==> config.mk <==
export PLATFORM = sky130hd
export DESIGN_NAME = ssb_seq_gen
export DESIGN_NICKNAME = d
export VERILOG_FILES = /design/src/rtl/ssb_pkg.sv /design/src/rtl/ssb_lfsr_fill.sv /design/src/rtl/ssb_seq_gen.sv
export SDC_FILE = /design/constraint.sdc
export NUM_CORES = 1
export LEC_CHECK = 0
export ABC_CLOCK_PERIOD_IN_PS = 5900
export BUFFER_PORTS_ARGS = -buffer_cell sky130_fd_sc_hd__buf_4
export CORE_AREA = 2 2 251 253
export CTS_BUF_LIST = sky130_fd_sc_hd__clkbuf_4 sky130_fd_sc_hd__clkbuf_8
export DETAILED_ROUTE_END_ITERATION = 16
export DIE_AREA = 0 0 253 255
export GPL_TIMING_DRIVEN = 1
export PLACE_DENSITY = 0.63
export SLEW_MARGIN = 40
export SYNTH_ARGS = -nofsm -noshare
export SYNTH_HDL_FRONTEND = slang
export SYNTH_HIERARCHICAL = 1
export SYNTH_SLANG_ARGS = --single-unit
==> constraint.sdc <==
create_clock -name clk_i -period 5.9 [get_ports clk_i]
set_input_delay 0.59 -clock clk_i [delete_from_list [all_inputs] [get_ports clk_i]]
set_output_delay 0.59 -clock clk_i [all_outputs]
set_load 0.05 [all_outputs]
==> src/rtl/ssb_pkg.sv <==
// ssb_pkg: shared constants and types for the SSB (PSS/SSS) sequence generator.
//   - Sequence length and N_id limits, PSS/SSS cyclic-shift derivation constants
//   - m-sequence seeds and feedback taps for the three generator LFSRs
//   - Top-level state encoding
//   - BPSK bit convention (bit 1 maps to +1), shared with the receive-side SSS detector
package ssb_pkg;

    localparam int SEQ_LEN     = 127;
    localparam int N_ID_MAX    = 1007;
    localparam int N_ID_1_MAX  = 335;
    localparam int PSS_SHIFT   = 43;
    localparam int SSS_M0_STEP = 15;
    localparam int SSS_M0_N2   = 5;
    localparam int SSS_M1_MOD  = 112;

    // Seeds hold x(0) in bit 0 ... x(6) in bit 6.
    localparam logic [6:0] XP_INIT = 7'b1110110;
    localparam logic [6:0] X0_INIT = 7'b0000001;
    localparam logic [6:0] X1_INIT = 7'b0000001;

    // x(i+7) = x(i+TAP) ^ x(i)
    localparam int XP_TAP = 4;
    localparam int X0_TAP = 4;
    localparam int X1_TAP = 1;

    typedef enum logic [2:0] {
        INIT,
        IDLE,
        CALC,
        PSS,
        SSS
    } ssb_state_e;

    // A BPSK bit equal to this value is transmitted as +1.
    localparam logic BPSK_POS_BIT = 1'b1;

    // Sequence index increment with wrap 126 -> 0.
    function automatic logic [6:0] idx_inc(input logic [6:0] idx);
        return (idx == 7'(SEQ_LEN - 1)) ? 7'd0 : idx + 7'd1;
    endfunction

endpackage

==> src/rtl/ssb_lfsr_fill.sv <==
// ssb_lfsr_fill: runs a 7-stage Fibonacci LFSR for SEQ_LEN cycles after reset and
// captures one output bit per cycle into a SEQ_LEN-bit array (seq_o[i] = x(i)).
// Ports:
//   clk_i    - clock
//   reset_ni - asynchronous active-low reset; reloads the seed and restarts the fill
//   seq_o    - captured sequence, valid once done_o is high
//   done_o   - high from the cycle after the last bit is captured until reset
module ssb_lfsr_fill
    import ssb_pkg::*;
#(
    parameter int         TAP      = 4,
    parameter logic [6:0] INIT_VAL = 7'b0000001
) (
    input  logic               clk_i,
    input  logic               reset_ni,
    output logic [SEQ_LEN-1:0] seq_o,
    output logic               done_o
);

    logic [6:0]         lfsr_q;
    logic [6:0]         cnt_q;
    logic               done_q;
    logic [SEQ_LEN-1:0] seq_q;

    // lfsr_q[k] holds x(i+k); the new top stage is x(i+7).
    always_ff @(posedge clk_i or negedge reset_ni) begin
        if (!reset_ni) begin
            lfsr_q <= INIT_VAL;
            cnt_q  <= '0;
            done_q <= 1'b0;
        end else if (!done_q) begin
            lfsr_q <= {lfsr_q[TAP] ^ lfsr_q[0], lfsr_q[6:1]};
            cnt_q  <= cnt_q + 7'd1;
            if (cnt_q == 7'(SEQ_LEN - 1)) begin
                done_q <= 1'b1;
            end
        end
    end

    // Shift in from the top so that after SEQ_LEN shifts x(0) lands in bit 0.
    always_ff @(posedge clk_i) begin
        if (!done_q) begin
            seq_q <= {lfsr_q[0], seq_q[SEQ_LEN-1:1]};
        end
    end

    assign seq_o  = seq_q;
    assign done_o = done_q;

endmodule

==> src/rtl/ssb_seq_gen.sv <==
// ssb_seq_gen: on request streams the 127-beat PSS followed by the 127-beat SSS
// for physical cell ID N_id as BPSK complex samples {imag = 0, real = +/-AMPLITUDE}.
// Ports:
//   clk_i, reset_ni          - clock, asynchronous active-low reset
//   s_axis_N_id_*            - request stream (tready high only in IDLE)
//   m_axis_out_tdata/tvalid/tready/tlast/tuser
//                            - sample stream; tlast on beat 126, tuser 0 = PSS, 1 = SSS
//   err_o                    - one-cycle pulse when a request with N_id > 1007 is dropped
//   busy_o                   - high whenever the generator is not IDLE
module ssb_seq_gen
    import ssb_pkg::*;
#(
    parameter int OUT_DW    = 32,
    parameter int AMPLITUDE = 16384
) (
    input  logic              clk_i,
    input  logic              reset_ni,
    input  logic [9:0]        s_axis_N_id_tdata,
    input  logic              s_axis_N_id_tvalid,
    output logic              s_axis_N_id_tready,
    output logic [OUT_DW-1:0] m_axis_out_tdata,
    output logic              m_axis_out_tvalid,
    input  logic              m_axis_out_tready,
    output logic              m_axis_out_tlast,
    output logic              m_axis_out_tuser,
    output logic              err_o,
    output logic              busy_o
);

    localparam int HALF = OUT_DW / 2;
    localparam int N1_W = $clog2(N_ID_1_MAX + 1);
    localparam logic signed [HALF-1:0] AMP_POS = HALF'(AMPLITUDE);
    localparam logic signed [HALF-1:0] AMP_NEG = -AMP_POS;

    function automatic logic [OUT_DW-1:0] bpsk_sample(input logic bit_v);
        logic signed [HALF-1:0] re;
        re = (bit_v == BPSK_POS_BIT) ? AMP_POS : AMP_NEG;
        return {{HALF{1'b0}}, re};
    endfunction

    logic [SEQ_LEN-1:0] xp_seq, x0_seq, x1_seq;
    logic               xp_done, x0_done, x1_done;
    logic               fill_done;

    ssb_lfsr_fill #(.TAP(XP_TAP), .INIT_VAL(XP_INIT)) u_xp (
        .clk_i(clk_i), .reset_ni(reset_ni), .seq_o(xp_seq), .done_o(xp_done));
    ssb_lfsr_fill #(.TAP(X0_TAP), .INIT_VAL(X0_INIT)) u_x0 (
        .clk_i(clk_i), .reset_ni(reset_ni), .seq_o(x0_seq), .done_o(x0_done));
    ssb_lfsr_fill #(.TAP(X1_TAP), .INIT_VAL(X1_INIT)) u_x1 (
        .clk_i(clk_i), .reset_ni(reset_ni), .seq_o(x1_seq), .done_o(x1_done));

    assign fill_done = xp_done & x0_done & x1_done;

    ssb_state_e        state_q;
    logic              tready_q, busy_q, err_q;
    logic [9:0]        n_id_p0;
    logic [6:0]        mp_p1, m0_p1, m1_p1;
    logic [6:0]        ip_q, i0_q, i1_q;
    logic [OUT_DW-1:0] out_data_p2;
    logic              out_vld_p2, out_last_p2, out_user_p2;
    logic              out_hs;

    // Derived cyclic shifts from the captured N_id (constant-divisor logic).
    logic [N1_W-1:0] n_id1_c;
    logic [1:0]      n_id2_c;
    logic [6:0]      mp_c, m0_c, m1_c;

    always_comb begin
        n_id1_c = N1_W'(n_id_p0 / 10'd3);
        n_id2_c = 2'(n_id_p0 % 10'd3);
        mp_c    = 7'(PSS_SHIFT * int'(n_id2_c));
        m0_c    = 7'(SSS_M0_STEP * int'(n_id1_c / N1_W'(SSS_M1_MOD)) + SSS_M0_N2 * int'(n_id2_c));
        m1_c    = 7'(n_id1_c % N1_W'(SSS_M1_MOD));
    end

    assign out_hs = out_vld_p2 & m_axis_out_tready;

    // Index pointers always address the beat that will be loaded next, so the
    // pointer equals its start value again exactly while beat 126 is presented.
    always_ff @(posedge clk_i or negedge reset_ni) begin
        if (!reset_ni) begin
            state_q     <= INIT;
            tready_q    <= 1'b0;
            busy_q      <= 1'b0;
            err_q       <= 1'b0;
            n_id_p0     <= '0;
            mp_p1       <= '0;
            m0_p1       <= '0;
            m1_p1       <= '0;
            ip_q        <= '0;
            i0_q        <= '0;
            i1_q        <= '0;
            out_data_p2 <= '0;
            out_vld_p2  <= 1'b0;
            out_last_p2 <= 1'b0;
            out_user_p2 <= 1'b0;
        end else begin
            err_q <= 1'b0;
            unique case (state_q)
                INIT: begin
                    if (fill_done) begin
                        state_q  <= IDLE;
                        tready_q <= 1'b1;
                        busy_q   <= 1'b0;
                    end else begin
                        busy_q <= 1'b1;
                    end
                end
                // p0: request capture
                IDLE: begin
                    if (s_axis_N_id_tvalid && tready_q) begin
                        if (s_axis_N_id_tdata > 10'(N_ID_MAX)) begin
                            err_q <= 1'b1;
                        end else begin
                            n_id_p0  <= s_axis_N_id_tdata;
                            state_q  <= CALC;
                            tready_q <= 1'b0;
                            busy_q   <= 1'b1;
                        end
                    end
                end
                // p1: derived shifts registered, PSS beat 0 loaded
                CALC: begin
                    mp_p1       <= mp_c;
                    m0_p1       <= m0_c;
                    m1_p1       <= m1_c;
                    ip_q        <= idx_inc(mp_c);
                    out_data_p2 <= bpsk_sample(~xp_seq[mp_c]);
                    out_vld_p2  <= 1'b1;
                    out_last_p2 <= 1'b0;
                    out_user_p2 <= 1'b0;
                    state_q     <= PSS;
                end
                // p2: output register advances one beat per handshake
                PSS: begin
                    if (out_hs) begin
                        if (ip_q == mp_p1) begin
                            out_data_p2 <= bpsk_sample(~(x0_seq[m0_p1] ^ x1_seq[m1_p1]));
                            out_last_p2 <= 1'b0;
                            out_user_p2 <= 1'b1;
                            i0_q        <= idx_inc(m0_p1);
                            i1_q        <= idx_inc(m1_p1);
                            state_q     <= SSS;
                        end else begin
                            out_data_p2 <= bpsk_sample(~xp_seq[ip_q]);
                            out_last_p2 <= (idx_inc(ip_q) == mp_p1);
                            ip_q        <= idx_inc(ip_q);
                        end
                    end
                end
                SSS: begin
                    if (out_hs) begin
                        if (i0_q == m0_p1) begin
                            out_data_p2 <= '0;
                            out_vld_p2  <= 1'b0;
                            out_last_p2 <= 1'b0;
                            out_user_p2 <= 1'b0;
                            state_q     <= IDLE;
                            tready_q    <= 1'b1;
                            busy_q      <= 1'b0;
                        end else begin
                            out_data_p2 <= bpsk_sample(~(x0_seq[i0_q] ^ x1_seq[i1_q]));
                            out_last_p2 <= (idx_inc(i0_q) == m0_p1);
                            i0_q        <= idx_inc(i0_q);
                            i1_q        <= idx_inc(i1_q);
                        end
                    end
                end
                default: state_q <= INIT;
            endcase
        end
    end

    assign s_axis_N_id_tready = tready_q;
    assign m_axis_out_tdata   = out_data_p2;
    assign m_axis_out_tvalid  = out_vld_p2;
    assign m_axis_out_tlast   = out_last_p2;
    assign m_axis_out_tuser   = out_user_p2;
    assign err_o              = err_q;
    assign busy_o             = busy_q;

endmodule

# Yosys cells after proc, flatten, opt, wreduce, memory -nomap -nowiden
# Index checks and enable logic that the tools add are counted.
[totals] reg_bits=519 out_inout_bits=38 wordCells=180
[op_classes] addsub=10 mul=3 div=4 magnitude_cmp=7 eq_ne=26 muxes=78 n_bitwise=9 reduce_logical=16
[ops] op="2-to-1 mux 7 bit" n=16
[ops] op="2-to-1 mux 16 bit" n=6
[ops] op="case mux 32 bit (3 select lines)" n=1
[ops] op="2-to-1 mux 32 bit" n=2
[ops] op="adder 7 x 1 -> 7 bit, second input constant" n=9
[ops] op="== test 7 bit, second input constant" n=9
[ops] op="< comparator 7 x 8 -> 1 bit, second input constant" n=6
[ops] op="binary-select mux 1 bit (select 7 bit)" n=6
[ops] op="case mux 7 bit (2 select lines)" n=3
[ops] op="divider 9 x 7 -> 32 bit, second input constant" n=1
[ops] op="multiplier 5 x 32 -> 7 bit, first input constant" n=1
[ops] op="2-to-1 mux 1 bit" n=31
[ops] op="== test 7 bit" n=4
[ops] op="2-to-1 mux 3 bit" n=7
[ops] op="!= test 2 bit, second input constant" n=9
[ops] op="case mux 3 bit (5 select lines)" n=1
[ops] op="AND reduction 5 bit" n=3
[ops] op="case mux 1 bit (3 select lines)" n=4
[ops] op="AND reduction 3 bit" n=4
[ops] op="divider 10 x 2 -> 10 bit, second input constant" n=1
[ops] op="greater-than comparator 10 bit, second input constant" n=1
[ops] op="modulo 10 x 2 -> 10 bit, second input constant" n=1
[ops] op="modulo 9 x 7 -> 9 bit, second input constant" n=1
[ops] op="adder 7 x 6 -> 7 bit" n=1
[ops] op="other kinds (15)" n=25

# Depth between registers and ports, before layout
[depth] ltp_word=7 mapped_depth=33 depth_no_buf=29

# By module
# Netlist, hierarchy kept.
[by_module_without_submodules] mod="ssb_seq_gen" n_inst=1 cells_each=1153 area_each_um2=11282.1
[by_module_without_submodules] mod="ssb_lfsr_fill (u_x0 ...)" n_inst=2 cells_each=173 area_each_um2=4431.8
[by_module_without_submodules] mod="ssb_lfsr_fill (u_xp)" n_inst=1 cells_each=173 area_each_um2=4436.8

# Least setup slack after synthesis
# No wires, ideal clock.
[synth_timing] path_kind="flip-flop to flip-flop" from="reg n_id_p0[8]" to="reg m0_p1[6]" arrival_ns=6.181 required_ns=5.765 path_slack_ns=-0.416 stages_incl_launch_ff=32 period_less_slack_ns=6.316 cell_sequence="dfrtp_1 -> buf_6 -> nor3b_2 -> o2bb2a_4 -> a22o_1 -> and2_4 -> buf_6 -> nand2_1 -> o21ai_0 -> nand2_1 -> o21ai_0 -> ha_1 -> inv_1 -> o211ai_1 -> xor2_1 -> ha_1 -> or4_1 -> nand3_1 -> buf_2 -> a21o_1 -> buf_2 -> mux2_2 -> ha_1 -> ha_1 -> inv_1 -> fa_1 -> inv_1 -> fa_1 -> a21o_1 -> a21oi_1 -> xor2_1 -> o21ai_0"
[synth_via] elab_chain_cells=4
[synth_lines] element="start: declaration" line_no="ssb_seq_gen.sv:56" rtl="logic [9:0] n_id_p0;"
[synth_lines] element="start signal: assignment" line_no="ssb_seq_gen.sv:115" rtl="n_id_p0 <= s_axis_N_id_tdata;"
[synth_lines] element="divider 10 x 2 -> 10 bit" line_no="ssb_seq_gen.sv:69" rtl="n_id1_c = N1_W'(n_id_p0 / 10'd3);"
[synth_lines] element="divider 9 x 7 -> 32 bit" line_no="ssb_seq_gen.sv:72" rtl="m0_c = 7'(SSS_M0_STEP * int'(n_id1_c / N1_W'(SSS_M1_MOD)) + SSS_M0_N2 * int'(n_id2_c));"
[synth_lines] element="multiplier 5 x 32 -> 7 bit" line_no="ssb_seq_gen.sv:72"
[synth_lines] element="adder 7 x 6 -> 7 bit *" line_no="ssb_seq_gen.sv:72"
[synth_lines] element="end signal: assignment" line_no="ssb_seq_gen.sv:125" rtl="m0_p1 <= m0_c;"
[synth_lines] element="end: declaration" line_no="ssb_seq_gen.sv:57" rtl="logic [6:0] mp_p1, m0_p1, m1_p1;"
# Every way passes the cells marked *; elsewhere a longest branch is shown, timed or not.
# A chain may end at the register's enable or synchronous reset.

# Worst setup path after layout
# Ends and elaborated chain as after synthesis.

==> results.json <==
{
  "power_density_mw_per_mm2": 575,
  "yosys.area_share.simple_pct": 8.16,
  "clock_sinks": 486,
  "dieArea_mm2": 0.0645,
  "r2r_end": "m0_p1[6]",
  "r2r-start": "n_id_p0[8]",
  "synth_fa_ha_area_share_pct": 2.28,
  "ys_top_cells_by_area": "edfxtp_1 47%, mux4_2 14%, dfrtp_1 10%",
  "num_io_pins": 52,
  "ys_types": 97,
  "cp-end-kind": "register",
  "ys_seq_elements": 486,
  "vias_per_cell": 5.67,
  "min_path_type": "primary input to register",
  "rows": 92,
  "synth_top_family_by_area": "multiplexers",
  "reg2regPathDepth": 27,
  "crit_type": "register to register",
  "final_common_cell": "edfxtp_1",
  "synth_edf_count": 381,
  "finalSetupViolations": 0,
  "max-slew-margin-rel_pct": 44.9,
  "fin_cells": 2617,
  "vias": 14800,
  "leakage_nw": 10.9,
  "finalPower_w": 0.0159,
  "grt_start_max_net_pins": 92,
  "post-place-ws_ns": -0.103,
  "setup_ws_ns": 0.252,
  "wl_per_cell_um": 20.0,
  "io_buffers": 21,
  "hold_viol_final": 0,
  "crit_path_end": "m0_p1[6]",
  "fin_crit_sh_pct": 95.7,
  "start_util_pct": 39.5,
  "ys_async_sr_fraction_pct": 21.6,
  "fmax_mhz": 177,
  "ant_nets": 0,
  "skew_ns": 0.0444,
  "final.min_clock_period_ns": 5.65,
  "clk_pin_slew_ns": 0.06,
  "syn_inst": 1672,
  "synth_area_mm2": 0.0246,
  "drv_slew": 0,
  "synth.top_cell.area_share_pct": 46.5,
  "die_x_um": 253,
  "htreeDepth": 3,
  "design.core.area_mm2": 0.0622,
  "ff2ff_setup_slack_ns": 0.25,
  "drive_gt1_share_pct": 28.2,
  "synth_compound_area_share_pct": 7.35,
  "postSynthAreaPerCell_um2": 14.7,
  "postPlaceCellArea_mm2": 0.0255,
  "ir_drop_v": 0.000731,
  "num-nets-final": 1799,
  "setup_tns_ns": 0,
  "critPathLaunch": "n_id_p0[8]",
  "synth_warnings": 6,
  "drcViolationCount": 0,
  "place_congestion": 0.828,
  "seq_area_frac_synth_pct": 57.3,
  "critPathArrivalTime_ns": 6.18,
  "grt_overflow": 0,
  "synthXorXnorAreaFrac_pct": 2.42,
  "hpwl_mm": 32.5,
  "critPathLaunchType": "register",
  "critPathMaxFanout": 9,
  "clockRootBuffer": "clkbuf_8",
  "die_y_um": 255,
  "track_usage_pct": 16.3,
  "cts_tree": "yes",
  "most-common-layout-cells": "381 x edfxtp_1, 156 x mux4_2, 118 x nand2_1",
  "first_pass_iters": 5,
  "antenna_found_initial": 1,
  "place_inst": 2429,
  "area_growth_pct": 12.8,
  "worst_pin_slew_ns": 0.826,
  "grt_pass1_vias": 14800,
  "yosysTopAreaCell": "edfxtp_1",
  "worstPathRequired_ns": 6.44,
  "cts_buffers": 85,
  "first_iter_violations": 1267,
  "cts_buffer_depth": 3,
  "finalInstanceArea_mm2": 0.0277,
  "muxShareOfSynthArea_pct": 18.4,
  "run_status": "completed",
  "clk_latency_ns": 0.68,
  "synthFlopType": "edfxtp_1",
  "grt_pass1_wl_mm": 82.7,
  "drt_wl_total_mm": 52.4,
  "cap_viol_max_count": 0
}
[final cells by class]
type	instances	area, um^2
fill	5457	34400
sequential	486	14100
multi-input combinational	1032	9800
clock buffer	124	1540
tap	799	1000
timing repair buffer	98	759
clock inverter	36	355
inverter	41	169
antenna	1	2.50
[cell usage after synthesis, types with 11 or more instances]
cell,number
nor3_1,15
a21oi_1,41
clkbuf_1,58
nand2_1,119
nand4_1,15
buf_6,11
edfxtp_1,381
mux2_2,35
mux2i_1,37
a22o_1,18
buf_2,22
nor2_1,74
nand3_1,46
mux4_2,156
nor2b_1,23
and3_1,14
a31oi_1,17
dfrtp_1,98
xor2_1,24
nand2b_1,12
o21ai_0,66
xnor2_1,42
buf_4,39
a22oi_1,17
ha_1,36
inv_1,38
o211ai_1,11
[routing by layer]
| metal | up-vias | part of all wire [%] | GRT usage, % |
|---|---|---|---|
| met5 | - | 0 | 0 |
| met2 | 423 | 47 | 25.5 |
| met1 | 7657 | 45 | 22.7 |
| li1 | 6675 | - | - |
| met4 | 0 | 2.3 | 5.17 |
| met3 | 81 | 5.5 | 3.54 |
[critical path, cell delays in order (launching register included)]
cell	delay, ns
dfrtp_2	0.45
buf_4	0.16
nor3b_4	0.24
o31ai_2	0.08
o22a_2	0.26
and2_4	0.17
buf_4	0.16
o21ai_0	0.14
o21ai_0	0.09
o211ai_1	0.13
o211ai_1	0.15
xor2_1	0.20
ha_2	0.23
or4_4	0.50
nand3_4	0.10
a21oi_4	0.06
xnor2_4	0.15
inv_2	0.08
fa_1	0.49
ha_1	0.14
inv_1	0.05
fa_1	0.52
inv_2	0.05
fa_2	0.37
a21o_1	0.18
a21oi_2	0.12
xor2_1	0.15
o21ai_1	0.07
[power breakdown]
part	switching (W)	total [W]	leakage, nW	internal, W
clock network	0.00146	0.00339	0.991	0.00192
registers	0.000817	0.00466	5.97	0.00384
logic	0.00411	0.00789	3.97	0.00378
[state kept, by name (all words and copies together), names as in the netlist, 3 cells and up]
| signal | count |
|---|---|
| u_x1/cnt_q | 7 |
| u_xp/lfsr_q | 7 |
| u_x0/cnt_q | 7 |
| state_q | 3 |
| n_id_p0 | 10 |
| m1_p1 | 7 |
| u_x0/seq_o | 127 |
| u_xp/seq_o | 127 |
| mp_p1 | 4 |
| u_xp/cnt_q | 7 |
| i1_q | 7 |
| m0_p1 | 7 |
| u_x1/lfsr_q | 7 |
| u_x1/seq_o | 127 |
| u_x0/lfsr_q | 7 |
| ip_q | 7 |
| i0_q | 7 |
[how the worst min path moves through the flow]
stage                               from               to  cells past startpoint
floorplan                       reset_ni           busy_o                      0
global placement         u_xp/seq_o[113]  u_xp/seq_o[112]                      0
detailed placement         u_xp/seq_o[9]    u_xp/seq_o[8]                      0
CTS                 s_axis_N_id_tdata[2]       n_id_p0[2]                      2
global route        s_axis_N_id_tdata[3]       n_id_p0[3]                      2
finish              s_axis_N_id_tdata[2]       n_id_p0[2]                      2
[kinds of logic (layout without fill, tap and decap cells)]
family | Yosys count | after routing
flops | 486 | 486
other cells | 1 | 35
simple gates | 389 | 389
fa+ha+maj | 42 | 42
xor+xnor | 67 | 67
buf+inv | 187 | 299
mux | 238 | 238
compound gates | 262 | 262
[metrics by stage]
stage	utilization, %	hold WS, ns
2_1_floorplan	-	0.294
3_3_place_gp	40.9	0.426
3_5_place_dp	41.0	0.427
4_1_cts	44.2	0.0938
5_1_grt	44.6	0.0999
6_report	44.6	0.151
[timing repair]
item,4_1_cts,5_1_grt
setup endpoints to repair,2,4
buffers inserted,13,13
pin swaps,2,17
hold buffers,1,0
gates resized for setup,7,28
hold endpoints to repair,16,0
No activity file was read; power rests on OpenSTA's default activity.
